==> src/rtl/module_gray_input_if.sv <==
// Switch-side and decoded-side signals of the Gray input front end.
// The bench drives through master; the decoder block connects as slave.
interface module_gray_input_if #(
  parameter int unsigned WIDTH = 4
);
  logic [WIDTH-1:0] gray_in;
  logic             clr_error;
  logic [WIDTH-1:0] binary_code;
  logic             code_valid;
  logic             gray_error;
  logic             error_sticky;
  logic             busy;

  modport master (
    output gray_in, clr_error,
    input  binary_code, code_valid, gray_error, error_sticky, busy
  );

  modport slave (
    input  gray_in, clr_error,
    output binary_code, code_valid, gray_error, error_sticky, busy
  );
endinterface

==> src/rtl/module_gray_input.sv <==
// Gray decoder front end: 2-FF synchronizer, debounce FSM, Gray-to-binary
// conversion and detection of multi-bit jumps between accepted codes.
module module_gray_input #(
  parameter int unsigned WIDTH           = 4,
  parameter int unsigned DEBOUNCE_CYCLES = 16
) (
  input  logic                clk,
  input  logic                rst_n,
  module_gray_input_if.slave  bus
);

  typedef enum logic [1:0] {IDLE, COUNT, COMMIT} state_e;

  localparam int unsigned   CW       = $clog2(DEBOUNCE_CYCLES);
  localparam logic [CW-1:0] CNT_LAST = CW'(DEBOUNCE_CYCLES - 1);

  state_e           state_q;
  logic [WIDTH-1:0] meta_q;
  logic [WIDTH-1:0] sync_q;
  logic [WIDTH-1:0] stable_q;
  logic [WIDTH-1:0] cand_q;
  logic [WIDTH-1:0] bin_q;
  logic [CW-1:0]    cnt_q;
  logic             valid_q;
  logic             err_q;
  logic             sticky_q;

  logic [WIDTH-1:0] cand_diff;
  logic             multi_bit;

  function automatic logic [WIDTH-1:0] g2b(input logic [WIDTH-1:0] g);
    logic [WIDTH-1:0] b;
    b[WIDTH-1] = g[WIDTH-1];
    for (int unsigned k = 1; k < WIDTH; k++) begin
      b[WIDTH-1-k] = b[WIDTH-k] ^ g[WIDTH-1-k];
    end
    return b;
  endfunction

  // x & (x-1) is non-zero exactly when x has two or more bits set.
  always_comb begin
    cand_diff = cand_q ^ stable_q;
    multi_bit = (cand_diff & (cand_diff - WIDTH'(1))) != '0;
  end

  always_ff @(posedge clk or negedge rst_n) begin
    if (!rst_n) begin
      meta_q <= '0;
      sync_q <= '0;
    end else begin
      meta_q <= bus.gray_in;
      sync_q <= meta_q;
    end
  end

  always_ff @(posedge clk or negedge rst_n) begin
    if (!rst_n) begin
      state_q  <= IDLE;
      stable_q <= '0;
      cand_q   <= '0;
      cnt_q    <= '0;
      bin_q    <= '0;
      valid_q  <= 1'b0;
      err_q    <= 1'b0;
      sticky_q <= 1'b0;
    end else begin
      valid_q <= 1'b0;
      err_q   <= 1'b0;
      if (bus.clr_error) begin
        sticky_q <= 1'b0;
      end
      case (state_q)
        IDLE: begin
          if (sync_q != stable_q) begin
            cand_q  <= sync_q;
            cnt_q   <= '0;
            state_q <= COUNT;
          end
        end
        COUNT: begin
          if (sync_q == cand_q) begin
            if (cnt_q == CNT_LAST) begin
              state_q <= COMMIT;
            end else begin
              cnt_q <= cnt_q + CW'(1);
            end
          end else if (sync_q == stable_q) begin
            state_q <= IDLE;
          end else begin
            cand_q <= sync_q;
            cnt_q  <= '0;
          end
        end
        COMMIT: begin
          stable_q <= cand_q;
          bin_q    <= g2b(cand_q);
          valid_q  <= 1'b1;
          err_q    <= multi_bit;
          // Placed after the clear so a simultaneous set takes priority.
          if (multi_bit) begin
            sticky_q <= 1'b1;
          end
          state_q  <= IDLE;
        end
        default: state_q <= IDLE;
      endcase
    end
  end

  assign bus.binary_code  = bin_q;
  assign bus.code_valid   = valid_q;
  assign bus.gray_error   = err_q;
  assign bus.error_sticky = sticky_q;
  assign bus.busy         = (state_q == COUNT);

endmodule

==> src/flat_wrapper.sv <==
// flat-port wrapper written by rule: the top's interface ports become plain ports
module module_gray_input_flat 
#(
  parameter int unsigned WIDTH           = 4,
  parameter int unsigned DEBOUNCE_CYCLES = 16
)
  (clk, rst_n, bus_gray_in, bus_clr_error, bus_binary_code, bus_code_valid, bus_gray_error, bus_error_sticky, bus_busy);
  module_gray_input_if #(.WIDTH(WIDTH)) bus_i ();
  input  logic clk;
  input  logic rst_n;
  input wire logic [$bits(bus_i.gray_in)-1:0] bus_gray_in;
  input wire logic [$bits(bus_i.clr_error)-1:0] bus_clr_error;
  output wire logic [$bits(bus_i.binary_code)-1:0] bus_binary_code;
  output wire logic [$bits(bus_i.code_valid)-1:0] bus_code_valid;
  output wire logic [$bits(bus_i.gray_error)-1:0] bus_gray_error;
  output wire logic [$bits(bus_i.error_sticky)-1:0] bus_error_sticky;
  output wire logic [$bits(bus_i.busy)-1:0] bus_busy;
  assign bus_i.gray_in = bus_gray_in;
  assign bus_i.clr_error = bus_clr_error;
  assign bus_binary_code = bus_i.binary_code;
  assign bus_code_valid = bus_i.code_valid;
  assign bus_gray_error = bus_i.gray_error;
  assign bus_error_sticky = bus_i.error_sticky;
  assign bus_busy = bus_i.busy;
  module_gray_input #(.WIDTH(WIDTH), .DEBOUNCE_CYCLES(DEBOUNCE_CYCLES)) u_core (.clk(clk), .rst_n(rst_n), .bus(bus_i));
endmodule
==> config.mk <==
export PLATFORM = sky130hd
export DESIGN_NAME = module_gray_input_flat
export DESIGN_NICKNAME = d
export VERILOG_FILES = /design/src/rtl/module_gray_input_if.sv /design/src/rtl/module_gray_input.sv /design/src/flat_wrapper.sv
export SDC_FILE = /design/constraint.sdc
export NUM_CORES = 1
export LEC_CHECK = 0
export CAP_MARGIN = 10
export CORE_MARGIN = 3
export CORE_UTILIZATION = 45
export DETAILED_ROUTE_END_ITERATION = 8
export PLACE_DENSITY = 0.67
export SLEW_MARGIN = 10
export SYNTH_ARGS = -nofsm -noshare
export SYNTH_HDL_FRONTEND = slang
export SYNTH_SLANG_ARGS = --single-unit
==> constraint.sdc <==
create_clock -name clk -period 4.46 [get_ports clk]
set_clock_uncertainty 0.15 [all_clocks]
set_input_delay 0.446 -clock clk [delete_from_list [all_inputs] [get_ports clk]]
set_output_delay 0.446 -clock clk [all_outputs]
set_load 0.05 [all_outputs]
# Word-level counts from Yosys, hierarchy flattened
# Cells that the tools add are included.
word_totals:
  word_cells: 55
  in_bits: 7
  out_inout_bits: 8
  register_bits: 29
classes:
  reduce_logical: 6
  n_addsub: 2
  n_eq_ne: 13
  mux: 19
  n_bitwise: 5
ops:
  columns: ["op", "count"]
  rows:
  - ["2-to-1 mux 4 bit", 7]
  - ["case mux 4 bit (2 select lines)", 2]
  - ["equality test 4 bit", 2]
  - ["2-to-1 mux 2 bit", 4]
  - ["AND reduction 4 bit", 2]
  - ["!= test 3 bit, second input constant", 2]
  - ["2-to-1 mux 1 bit", 5]
  - ["adder 4 x 1 -> 4 bit, second input constant", 1]
  - ["bitwise AND 4 bit", 1]
  - ["equality test 4 bit, second input constant", 1]
  - ["!= test 2 bit, second input constant", 2]
  - ["!= test 4 bit", 1]
  - ["case mux 2 bit (2 select lines)", 1]
  - ["nonzero test 4 bit", 1]
  - ["subtractor 4 x 1 -> 4 bit, second input constant", 1]
  - ["XOR 4 bit", 1]
  - ["!= test 3 x 1 -> 1 bit, second input constant", 1]
  - ["!= test 3 x 2 -> 1 bit, second input constant", 1]
  - ["AND reduction 3 bit", 1]
  - ["XOR 1 bit", 3]
  - ["equality test 2 x 1 -> 1 bit, second input constant", 1]
  - ["equality test 2 bit, second input constant", 1]
  - ["zero test 2 bit", 1]
  - ["!= test 2 x 1 -> 1 bit, second input constant", 1]
  - ["nonzero test 2 bit", 1]

# Logic depth before layout (Yosys ltp)
depth:
  depth_word: 6
  depth_mapped: 6
  mapped_depth_nobuf: 5

# Worst setup path before layout
# OpenSTA, ideal clock, no wires.
synth_path:
  path_kind: "register to register"
  from: "register u_core.state_q[1]"
  to: "register u_core.cnt_q[3]"
  required_ps: 4222
  stages_incl_launch_ff: 5
  n_path_buf: 0
  t_arrival_ps: 1945
  slack_ps: 2277
  cell_sequence: "dfrtp_1 nor2b_1 nand3_4 or3_1 o211ai_1"
synth_via:
  elab_chain_len: 3
  word_cells_on_any_way: 8
  classes_between: "eq/ne: 4; mux: 1; reduce/logical: 3"
synth_lines:
  columns: ["item", "line", "text"]
  rows:
  - ["from (decl)", "module_gray_input.sv:17", "state_e state_q;"]
  - ["from (signal assigned)", "module_gray_input.sv:58", "state_q <= IDLE;"]
  - ["from (signal assigned)", "module_gray_input.sv:77", "state_q <= COUNT;"]
  - ["from (signal assigned)", "module_gray_input.sv:83", "state_q <= COMMIT;"]
  - ["equality test 2 x 1 -> 1 bit *", null, null]
  - ["net bus_busy", "flat_wrapper.sv:17", "output wire logic [$bits(bus_i.busy)-1:0] bus_busy;"]
  - ["!= test 3 bit (no source line), or another cell as far along", null, null]
  - ["AND reduction 4 bit (no source line)", null, null]
  - ["to (signal assigned)", "module_gray_input.sv:85", "cnt_q <= cnt_q + CW'(1);"]
  - ["to (decl)", "module_gray_input.sv:23", "logic [CW-1:0] cnt_q;"]
# The timed path passes the listed nets; every way through them passes the cells marked *.
# A chain may end at the register's enable or synchronous reset.

# Worst setup path after layout
layout_path:
  from: "register u_core.state_q[1]"
  to: "output port bus_busy"
layout_via:
  elab_chain_len: 1
layout_lines:
  columns: ["item", "line", "text"]
  rows:
  - ["equality test 2 x 1 -> 1 bit", "module_gray_input.sv:114", "assign bus.busy = (state_q == COUNT);"]
  - ["to (decl)", "flat_wrapper.sv:17", null]
# Every way passes these cells.

==> results.sh <==
export IMPL_status="completed"
export IMPL_rsz0062_at_grt="no"
export IMPL_whs_ns=0.218
export IMPL_period_needed_ns=2.58
export IMPL_power_density_nw_per_um2=320
export IMPL_cp_required_ns=3.86
export IMPL_antenna_found_initial=0
export IMPL_drtIter0Drc=5
export IMPL_r2r_end="u_core.cand_q[1]"
export IMPL_startpoint_type="flip-flop"
export IMPL_hold_buffers=0
export IMPL_avgSynthCellArea_um2=13.1
export IMPL_hold_path_class="reg2reg"
export IMPL_synth_most_common_cell="dfrtp_1"
export IMPL_first_global_vias=672
export IMPL_ant_nets=0
export IMPL_cts_htree_levels=1
export IMPL_grt_start_max_net_pins=29
export IMPL_synth_edff_count=0
export IMPL_first_pass_iters=4
export IMPL_r2r_setup_slack_ns=2.32
export IMPL_port_buffers=14
export IMPL_post_cts_buffers=0
export IMPL_yosys_area_top_type="dfrtp_1"
export IMPL_worst_pin_slew_ns=0.495
export IMPL_period_share_pct=57.9
export IMPL_final_setup_tns_ns=0
export IMPL_syn2layout_area_growth_pct=16.6
export IMPL_clockBufferDepth=2
export IMPL_ios=15
export IMPL_track_usage_pct=11.4
export IMPL_synth_top_cells_by_count="28 x dfrtp_1, 11 x xor2_1, 7 x nand2_1, 7 x nand3_1, 5 x o21ai_0"
export IMPL_fillers=205
export IMPL_ys_async_sr_fraction_pct=100
export IMPL_grt_overflow_total=0
export IMPL_nNetsFinal=117
export IMPL_coreArea_um2=2500
export IMPL_syn_inst=92
export IMPL_insertion_delay_ns=0.32
export IMPL_wirelength_mm=1.67
export IMPL_setup_viol=0
export IMPL_grt_pass1_wl_mm=2.90
export IMPL_crit_start="u_core.state_q[1]"
export IMPL_viasPerCell=4.98
export IMPL_crit_path_end="bus_busy"
export IMPL_drt_wirelength_per_cell_um=12.1
export IMPL_rows=18
export IMPL_critical_path_max_fanout=5
export IMPL_vias=687
export IMPL_synth_seq_cells=28
export IMPL_path_class="reg2out"
export IMPL_hold_viol=0
export IMPL_cts_tree="yes"
export IMPL_start_util_pct=48.0
export IMPL_final_setup_worst_slack_ns=1.88
export IMPL_synth_seq_area_share_pct=58.3
export IMPL_place_area_um2=1360
export IMPL_fp_dieH_um=57.7
export IMPL_hold_start="u_core.meta_q[0]"
export IMPL_power_total_uw=448
export IMPL_slew_headroom_pct=66.9
export IMPL_yosysWarnings=0
export IMPL_drc=0
export IMPL_die_area_um2=3330
export IMPL_clkTransAtPathRegs_ns=0.13
export IMPL_n_antenna_cell=0
export IMPL_ir_worst_vdd_mv=0.233
export IMPL_r2r_start="u_core.cand_q[0]"
export IMPL_syn_nets=100
export IMPL_synth_top_cell_area_share_pct=58.3
export IMPL_dp_hpwl_mm=1.23
export IMPL_p_leak_uw=0.000640
export IMPL_design_area_um2=1400
export IMPL_dp_worst_setup_slack_ns=2.24
export IMPL_cts_made_buffers=3
export IMPL_cp_arrival_ns=1.98
export IMPL_cts_sinks=28
export IMPL_clock_root_buffer="clkbuf_4"
export IMPL_drive_above_1_share_pct=13.9
export IMPL_slew_violations=0
export IMPL_place_gp_congestion=0.720
export IMPL_synth_distinct_cells=26
export IMPL_critPathCaptureType="output port"
export IMPL_netlist_area_um2=1200
export IMPL_maxCapViolCount=0
export IMPL_clock_fmax_ghz=0.388
export IMPL_die_width_um=57.7
export IMPL_cts_resized=0
export IMPL_synth_area_leaders="dfrtp_1 58%, xor2_1 8.0%, mux2_4 5.0%"
export IMPL_rr_worst_depth=4
export IMPL_synth_flop_cell="dfrtp_1"
==> registers in the layout (all words and copies together) (netlist names) <==
register,flops
u_core.bus.binary_code,4
u_core.cand_q,4
u_core.cnt_q,4
u_core.meta_q,4
u_core.sync_q,4
u_core.stable_q,3
u_core.state_q,2
u_core.bus.code_valid,1
u_core.bus.error_sticky,1
u_core.bus.gray_error,1
==> how the worst min path moves through the flow <==
stage | slack [ns] | to | cells past startpoint
after floorplan | 0.0004 | u_core.bus.binary_code[0] | 0
after detailed placement | 0.19 | u_core.sync_q[1] | 0
final | 0.22 | u_core.sync_q[0] | 0
after CTS | 0.22 | u_core.sync_q[1] | 0
after global placement | 0.18 | u_core.sync_q[3] | 0
after global routing | 0.23 | u_core.sync_q[1] | 0
==> layout by cell type (no fill, tap or decap), drive strengths merged <==
cell,count
xor2,11
nor4,2
nand2b,1
mux2,8
or3,1
inv,3
nor2b,1
buf,1
nor2,1
clkdlybuf4s50,14
o211ai,2
clkbuf,4
a21o,1
a211o,1
nand4b,2
maj3,1
nand2,7
nand3,8
xnor2,4
o21ai,5
dfrtp,28
a21oi,1
ha,1
==> cell families (layout without fill, tap and decap cells) <==
group,after synthesis,in the layout,synth area share (%)
muxes,8,8,8.75
DFF,28,28,58.3
and+or+nand+nor,23,23,12.2
xor gates and xnor gates,15,15,10.9
adders and majority gates,2,2,1.87
buffers and inverters,6,22,2.81
AOI/OAI and AO/OA,10,10,5.10
==> final cells by class <==
type,instances,area (um^2),area share (%)
well taps,30,37.5,2.68
multi-input cells,58,467,33.3
clock buffers,4,36.3,2.59
inverters,3,11.3,0.804
flip-flops and latches,28,701,50.0
repair buffers,15,148,10.5
==> worst max-delay path, cell delays in order (launching register included) <==
cell and delay, ns:
dfrtp_1 0.42, nor2b_1 0.37, clkdlybuf4s50_1 0.89
==> power breakdown <==
| part | switching (uW) | leakage [uW] | internal (uW) |
|---|---|---|---|
| clock network | 68.2 | 0.0000210 | 49.9 |
| registers | 11.1 | 0.000359 | 263 |
| logic | 28.9 | 0.000260 | 27.0 |
| total | 108 | 0.000640 | 340 |
==> through the flow <==
stage / cells / util, %
global placement: 134 / 54.6
detailed placement: 134 / 54.6
CTS: 138 / 56.0
finish: 138 / 56.0
floorplan: 92 / -
global route: 138 / 56.0
==> per-layer routing <==
layer | up-vias | routed length (um) | global-route usage [%]
li1 | 345 | - | -
met5 | - | 0 | 0
met4 | 0 | 17 | 2.32
met1 | 322 | 747 | 14.0
met3 | 2 | 100 | 4.68
met2 | 18 | 807 | 19.0
No activity file was read; power rests on OpenSTA's default activity.
